### config.mk
export PLATFORM = sky130hd
export DESIGN_NAME = seg7_scan_driver
export DESIGN_NICKNAME = d
export VERILOG_FILES = /design/src/rtl/seg7_scan_driver.sv
export SDC_FILE = /design/constraint.sdc
export NUM_CORES = 1
export LEC_CHECK = 0
export BUFFER_PORTS_ARGS = -buffer_cell sky130_fd_sc_hd__buf_4
export CELL_PAD_IN_SITES_DETAIL_PLACEMENT = 1
export CELL_PAD_IN_SITES_GLOBAL_PLACEMENT = 1
export CORE_MARGIN = 4
export CORE_UTILIZATION = 45
export CTS_CLUSTER_DIAMETER = 150
export DETAILED_ROUTE_END_ITERATION = 8
export PLACE_DENSITY_LB_ADDON = 0.3
export SLEW_MARGIN = 5
export SYNTH_ARGS = -nofsm -noshare
export SYNTH_HDL_FRONTEND = slang
export SYNTH_SLANG_ARGS = --single-unit
### constraint.sdc
create_clock -name clk -period 4.7 [get_ports clk]
set_input_delay 0.94 -clock clk [delete_from_list [all_inputs] [get_ports clk]]
set_output_delay 0.94 -clock clk [all_outputs]
set_load 0.03 [all_outputs]
### src/rtl/seg7_scan_driver.sv
// 4-digit multiplexed 7-segment driver: per-frame value capture, leading-zero blanking,
// dash for non-BCD nibbles. Optional blinking is compiled in with SEG7_BLINK_EN.
module seg7_scan_driver #(
  parameter int REFRESH_DIV    = 100000,
  parameter bit SEG_ACTIVE_LOW = 1'b1,
  parameter bit LZ_BLANK       = 1'b1,
  parameter int BLINK_FRAMES   = 64
) (
  input  logic        clk,
  input  logic        reset,
  input  logic [15:0] bcd_in,
  input  logic        en,
  input  logic [3:0]  dp_mask,
  input  logic        blink,
  output logic [6:0]  seg,
  output logic        dp,
  output logic [3:0]  an,
  output logic        frame_tick
);
  localparam int PW = (REFRESH_DIV > 1) ? $clog2(REFRESH_DIV) : 1;
  localparam logic [PW-1:0] PRESC_LAST = PW'(REFRESH_DIV - 1);

  logic [PW-1:0] presc;
  logic [1:0]    idx;
  logic [15:0]   frame_bcd;
  logic [3:0]    frame_dp;
  logic          slot_tick;
  logic          capture;
  logic          blink_dark;

  assign slot_tick = (presc == PRESC_LAST);
  assign capture   = slot_tick && (idx == 2'd3);

  always_ff @(posedge clk) begin
    if (reset) begin
      presc      <= '0;
      idx        <= 2'd0;
      frame_bcd  <= 16'h0000;
      frame_dp   <= 4'h0;
      frame_tick <= 1'b0;
    end else begin
      presc <= slot_tick ? '0 : presc + 1'b1;
      if (slot_tick) idx <= idx + 2'd1;
      // Latch only at the 3->0 wrap so a frame never mixes two input values
      if (capture) begin
        frame_bcd <= bcd_in;
        frame_dp  <= dp_mask;
      end
      frame_tick <= capture;
    end
  end

`ifdef SEG7_BLINK_EN
  localparam int BW = (BLINK_FRAMES > 1) ? $clog2(BLINK_FRAMES) : 1;
  localparam logic [BW-1:0] BLINK_LAST = BW'(BLINK_FRAMES - 1);

  logic [BW-1:0] blink_cnt;
  logic          blink_phase;

  always_ff @(posedge clk) begin
    if (reset) begin
      blink_cnt   <= '0;
      blink_phase <= 1'b0;
    end else if (capture) begin
      if (blink_cnt == BLINK_LAST) begin
        blink_cnt   <= '0;
        blink_phase <= ~blink_phase;
      end else begin
        blink_cnt <= blink_cnt + 1'b1;
      end
    end
  end

  assign blink_dark = blink && blink_phase;
`else
  logic unused_blink;
  assign unused_blink = blink | (BLINK_FRAMES < 1);
  assign blink_dark   = 1'b0;
`endif

  function automatic logic [6:0] decode(input logic [3:0] nib);
    case (nib)
      4'd0:    decode = 7'h3F;
      4'd1:    decode = 7'h06;
      4'd2:    decode = 7'h5B;
      4'd3:    decode = 7'h4F;
      4'd4:    decode = 7'h66;
      4'd5:    decode = 7'h6D;
      4'd6:    decode = 7'h7D;
      4'd7:    decode = 7'h07;
      4'd8:    decode = 7'h7F;
      4'd9:    decode = 7'h6F;
      default: decode = 7'h40;
    endcase
  endfunction

  logic [3:0] nib;
  logic       blank;
  logic [3:0] an_l;
  logic [6:0] seg_l;
  logic       dp_l;

  always_comb begin
    nib   = frame_bcd[{idx, 2'b00} +: 4];
    blank = 1'b0;
    case (idx)
      2'd3:    blank = LZ_BLANK && (frame_bcd[15:12] == 4'd0);
      2'd2:    blank = LZ_BLANK && (frame_bcd[15:8] == 8'd0);
      2'd1:    blank = LZ_BLANK && (frame_bcd[15:4] == 12'd0);
      default: blank = 1'b0;
    endcase
    an_l  = 4'b0001 << idx;
    seg_l = decode(nib);
    dp_l  = frame_dp[idx];
    if (!en || blink_dark) begin
      an_l  = 4'b0000;
      seg_l = 7'h00;
      dp_l  = 1'b0;
    end else if (blank) begin
      // A blanked digit keeps its anode on only to show a requested decimal point
      seg_l = 7'h00;
      if (!dp_l) an_l = 4'b0000;
    end
  end

  always_ff @(posedge clk) begin
    if (reset) begin
      an  <= {4{SEG_ACTIVE_LOW}};
      seg <= {7{SEG_ACTIVE_LOW}};
      dp  <= SEG_ACTIVE_LOW;
    end else begin
      an  <= an_l ^ {4{SEG_ACTIVE_LOW}};
      seg <= seg_l ^ {7{SEG_ACTIVE_LOW}};
      dp  <= dp_l ^ SEG_ACTIVE_LOW;
    end
  end
endmodule

-- Word-level counts from Yosys, hierarchy flattened
Memories as Yosys holds them, arrays and structs flattened.
Index checks and enable logic that the tools add are counted.
- add/subtract/negate cells: 2
- magnitude comparators: 1
- equal/unequal tests: 4
- shift-type cells: 2
- multiplexer cells: 9
- bitwise operators: 3
- reduce and logical (&&, ||, !) cells: 5
- operators with widths (cell ; number):
    $add A17 B1 Y17 const B ; 1
    $eq A17 B17 Y1 const B ; 1
    $shiftx A16 B5 Y4 ; 1
    $mux W7 ; 2
    $logic_not A12 Y1 ; 1
    $mux W4 ; 3
    $logic_not A8 Y1 ; 1
    $not A7 Y7 ; 1
    $eq A2 B2 Y1 const B ; 2
    $logic_not A4 Y1 ; 1
    $not A4 Y4 ; 1
    $shl A1 B2 Y4 const A ; 1
    $lt A2 B3 Y1 const B ; 1
    $pmux W1 S3 ; 1
    $add A2 B1 Y2 const B ; 1
    $bmux W1 S2 ; 1
    $eq A2 B1 Y1 const B ; 1
    $mux W1 ; 2
    $reduce_or A2 Y1 ; 1
    $logic_and A1 B1 Y1 ; 1
    $not A1 Y1 ; 1
- bits in registers: 52
- memory bits (read-only): 112
- input bits: 24
- output and inout bits: 13
- memories: 1
- memories (memory ; depth ; width ; read ports ; clocked after Yosys merged registers in ; write ports ; line ; source):
    (name not given) ; 16 ; 7 ; 1 ; 0 ; 0 ; 82 ; case (nib)

-- Logic depth before layout (Yosys ltp)
- word-level depth: 6
- mapped depth: 8
- gate-level depth less buffers: 7

-- Worst setup path after synthesis
No wires, ideal clock.
- kind: in2reg
- from: in reset
- to: reg seg[0]
- data arrival time: 1.892 ns
- path slack: 2.662 ns
- stages: 4
- path buffers: 1
- cell sequence: clkbuf_1 > nor2b_1 > a21boi_0 > o21ai_0
- RTL lines (item ; line ; source):
    from (decl) ; 10 ; input logic reset,
    to (signal assigned) ; 129 ; seg <= {7{SEG_ACTIVE_LOW}};
    to (signal assigned) ; 133 ; seg <= seg_l ^ {7{SEG_ACTIVE_LOW}};
    to (decl) ; 15 ; output logic [6:0] seg,

-- Final worst setup path
- from: reg presc[13]
- to: reg presc[16]
- longest elaborated chain between the ends: 2
- elaborated cells on any way between the ends: 3
- those cells by class: add/sub: 1; eq/ne: 1; reduce/logical: 1
- RTL lines (item ; line ; source):
    from (decl) ; 23 ; logic [PW-1:0] presc;
    from (signal assigned) ; 42 ; presc <= slot_tick ? '0 : presc + 1'b1;
    branches (longest 2 deep; another with $add A17 B1 Y17) ; n/a ;
Parallel ways; which one is timed is not known.
A chain may end at the register's enable or synchronous reset.

==> out/results.tsv <==
metric	value	unit
wl_per_cell	15.3	um
final.min_clock_period	2.92	ns
antenna_cells	0	
syn-num-nets	297	
fillers	609	
syn_inst	263	
layout_setup_ws	1.78	ns
crit_path_end_kind	flip-flop	
drive_above_1_share	18.3	%
place_ws	1.72	ns
cp-start-kind	flip-flop	
ys_ff_latch	52	
grt_most_used_layer	met2	
crit_path_max_fanout	15	
gp_congestion	0.738	
fin_worst_skew	0.00906	ns
peakVddDrop	137	uV
leakage	0.00102	uW
cts_tree	yes	
cts_buffers	5	
drv_cap	0	
grt.overflow.total	0	
dr_total_vias	1983	
ctsHoldBuffers	0	
ys_seq_area_share	42.6	%
ios	37	
cts_setup_buffers	0	
synth.distinct_cells	38	
criticalPathCategory	flip-flop to flip-flop	
yosys-top-cells-area	dfxtp_1 (43%), nand4b_1 (7.5%), ha_1 (5.1%)	
worst_ep_required_time	4.92	ns
worstMarginPinSlew	0.828	ns
firstDrtPassIters	4	
fp.dieH	81.7	um
fin_nets	323	
finalSetupViolCount	0	
finalWirelength	5500	um
start_util	47.3	%
met1_usage	23.0	%
track_usage	18.4	%
multi_input_area	0.00128	mm2
grt_max_degree	48	
use_met2	30.2	%
ant_nets	0	
finalMaxSlewViolations	0	
synth_top_area_cell	dfxtp_1	
crit_arrival	3.14	ns
clock.fmax	0.342	GHz
status	finished clean	
finalSetupTns	0	ns
hp-class	flip-flop to flip-flop	
hpwl	3890	um
syn_to_final_growth	15.7	%
cts.clk_slew.worst_paths	0.09	ns
timing.final.crit_share	62.2	%
antenna_found_initial	0	
fin_util	54.7	%
regArea	0.00104	mm2
grt_pass1_wl	9360	um
power_per_cell_area	270	mW/mm2
syn_area	0.00244	mm2
cts_resized	0	
clk_latency	0.31	ns
max_slew_margin	44.8	%
clock_path_buffers	2	
numPortBuffers	35	
drc	0	
power	764	uW
post_synth.cell_area_avg	9.30	um2
gr-usage-met3	4.93	%
rsz0062_at_grt	no	
finalHoldViolCount	0	
htree_levels	2	
clock-sinks	52	
drt_iter0_drc	109	
die_area	0.00668	mm2
rows	26	
cts-root-buf	clkbuf_8	
die_w	81.7	um
yosysWarnings	0	
core_area	0.00517	mm2
viasPerCell	5.51	
synth_top_area_share	42.6	%
grt_pass1_vias	2010	
==> synth_stat cells <==
cell type / count
nor3b_1: 2
nor2b_1: 1
o21ai_1: 10
o21ai_0: 19
nor4_1: 4
or4_4: 1
or3_1: 4
nand4b_1: 21
nor2_1: 22
o211a_1: 1
nand3_1: 9
nor4_4: 1
buf_4: 1
nand2_1: 7
and4_1: 1
a21boi_0: 2
clkbuf_1: 11
a21oi_1: 5
and2_1: 2
buf_2: 6
o21ba_2: 1
ha_1: 10
and3_1: 4
o22ai_1: 1
xor2_1: 8
dfxtp_1: 52
xnor2_1: 4
or2_0: 1
nand4_1: 8
nand4bb_1: 1
nor3_1: 3
a211oi_1: 1
inv_1: 11
a211o_1: 1
nand2b_1: 20
o21a_1: 1
mux4_2: 5
mux2i_1: 1
==> final cells by class <==
class,instances,area share [%]
clock buffer,6,2.92
clock inverter,2,0.531
inverter,11,1.46
multi-input combinational,182,45.4
sequential,52,36.8
tap,70,3.10
timing repair buffer,37,9.82
==> per-layer routing <==
layer	share of wire (%)	vias to the layer above
met5	0	-
met4	1.8	0
met3	4.3	9
met2	48	37
met1	46	960
li1	-	977
==> stage by stage <==
step           cell area (um2)  hold slack, ns  instances
2_1_floorplan             2440           0.413        263
3_3_place_gp              2730           0.428        352
3_5_place_dp              2730           0.437        352
4_1_cts                   2830           0.450        360
5_1_grt                   2830           0.470        360
6_report                  2830           0.442        360
==> layout by cell type, fill, tap and decap left out, types with 6 or more instances in the layout <==
cell type and instances:
nand3_1 9, inv_1 11, dfxtp_1 52, nand4b_1 21, nand2_1 7, xor2_1 8, nand2b_1 20, o21ai_1 10
clkbuf_8 6, ha_1 10, nor2_1 22, o21ai_0 19, buf_4 37, nand4_1 8
==> kinds of logic after synthesis <==
kind of cell               synth area share (%)
DFF                                        42.6
buffers and inverters                      4.91
AOI/OAI and AO/OA                          9.62
adders and majority gates                  5.12
and+or+nand+nor                            28.5
xor gates and xnor gates                   4.30
muxes                                      5.02
==> state kept, by name (all words and copies together), names as in the netlist <==
| register | count |
|---|---|
| dp | 1 |
| seg | 7 |
| frame_tick | 1 |
| frame_bcd | 16 |
| frame_dp | 4 |
| an | 4 |
| presc | 17 |
| idx | 2 |
==> worst paths after layout <==
path / startpoint / cells after the start / to / slack [ns]
worst max-delay path: presc[13] / 5 / presc[16] / 1.78
worst min-delay path: presc[0] / 1 / presc[0] / 0.44
worst max register to register: presc[13] / 5 / presc[16] / 1.78
worst min register to register: presc[0] / 1 / presc[0] / 0.44
==> worst max-delay path: stages, from the launching register on <==
cell	delay [ns]
dfxtp_1	0.35
or4_4	0.57
nor4_4	0.65
buf_4	0.33
or2_0	0.67
o21ba_2	0.26
==> power by group <==
part | internal, uW | switching [uW] | leakage (uW) | total [uW]
Clock | 119 | 152 | 0.0000434 | 272
Sequential | 446 | 2.49 | 0.000422 | 448
Combinational | 23.6 | 20.8 | 0.000560 | 44.4
Note: power is estimated with default switching activity, not from simulation.
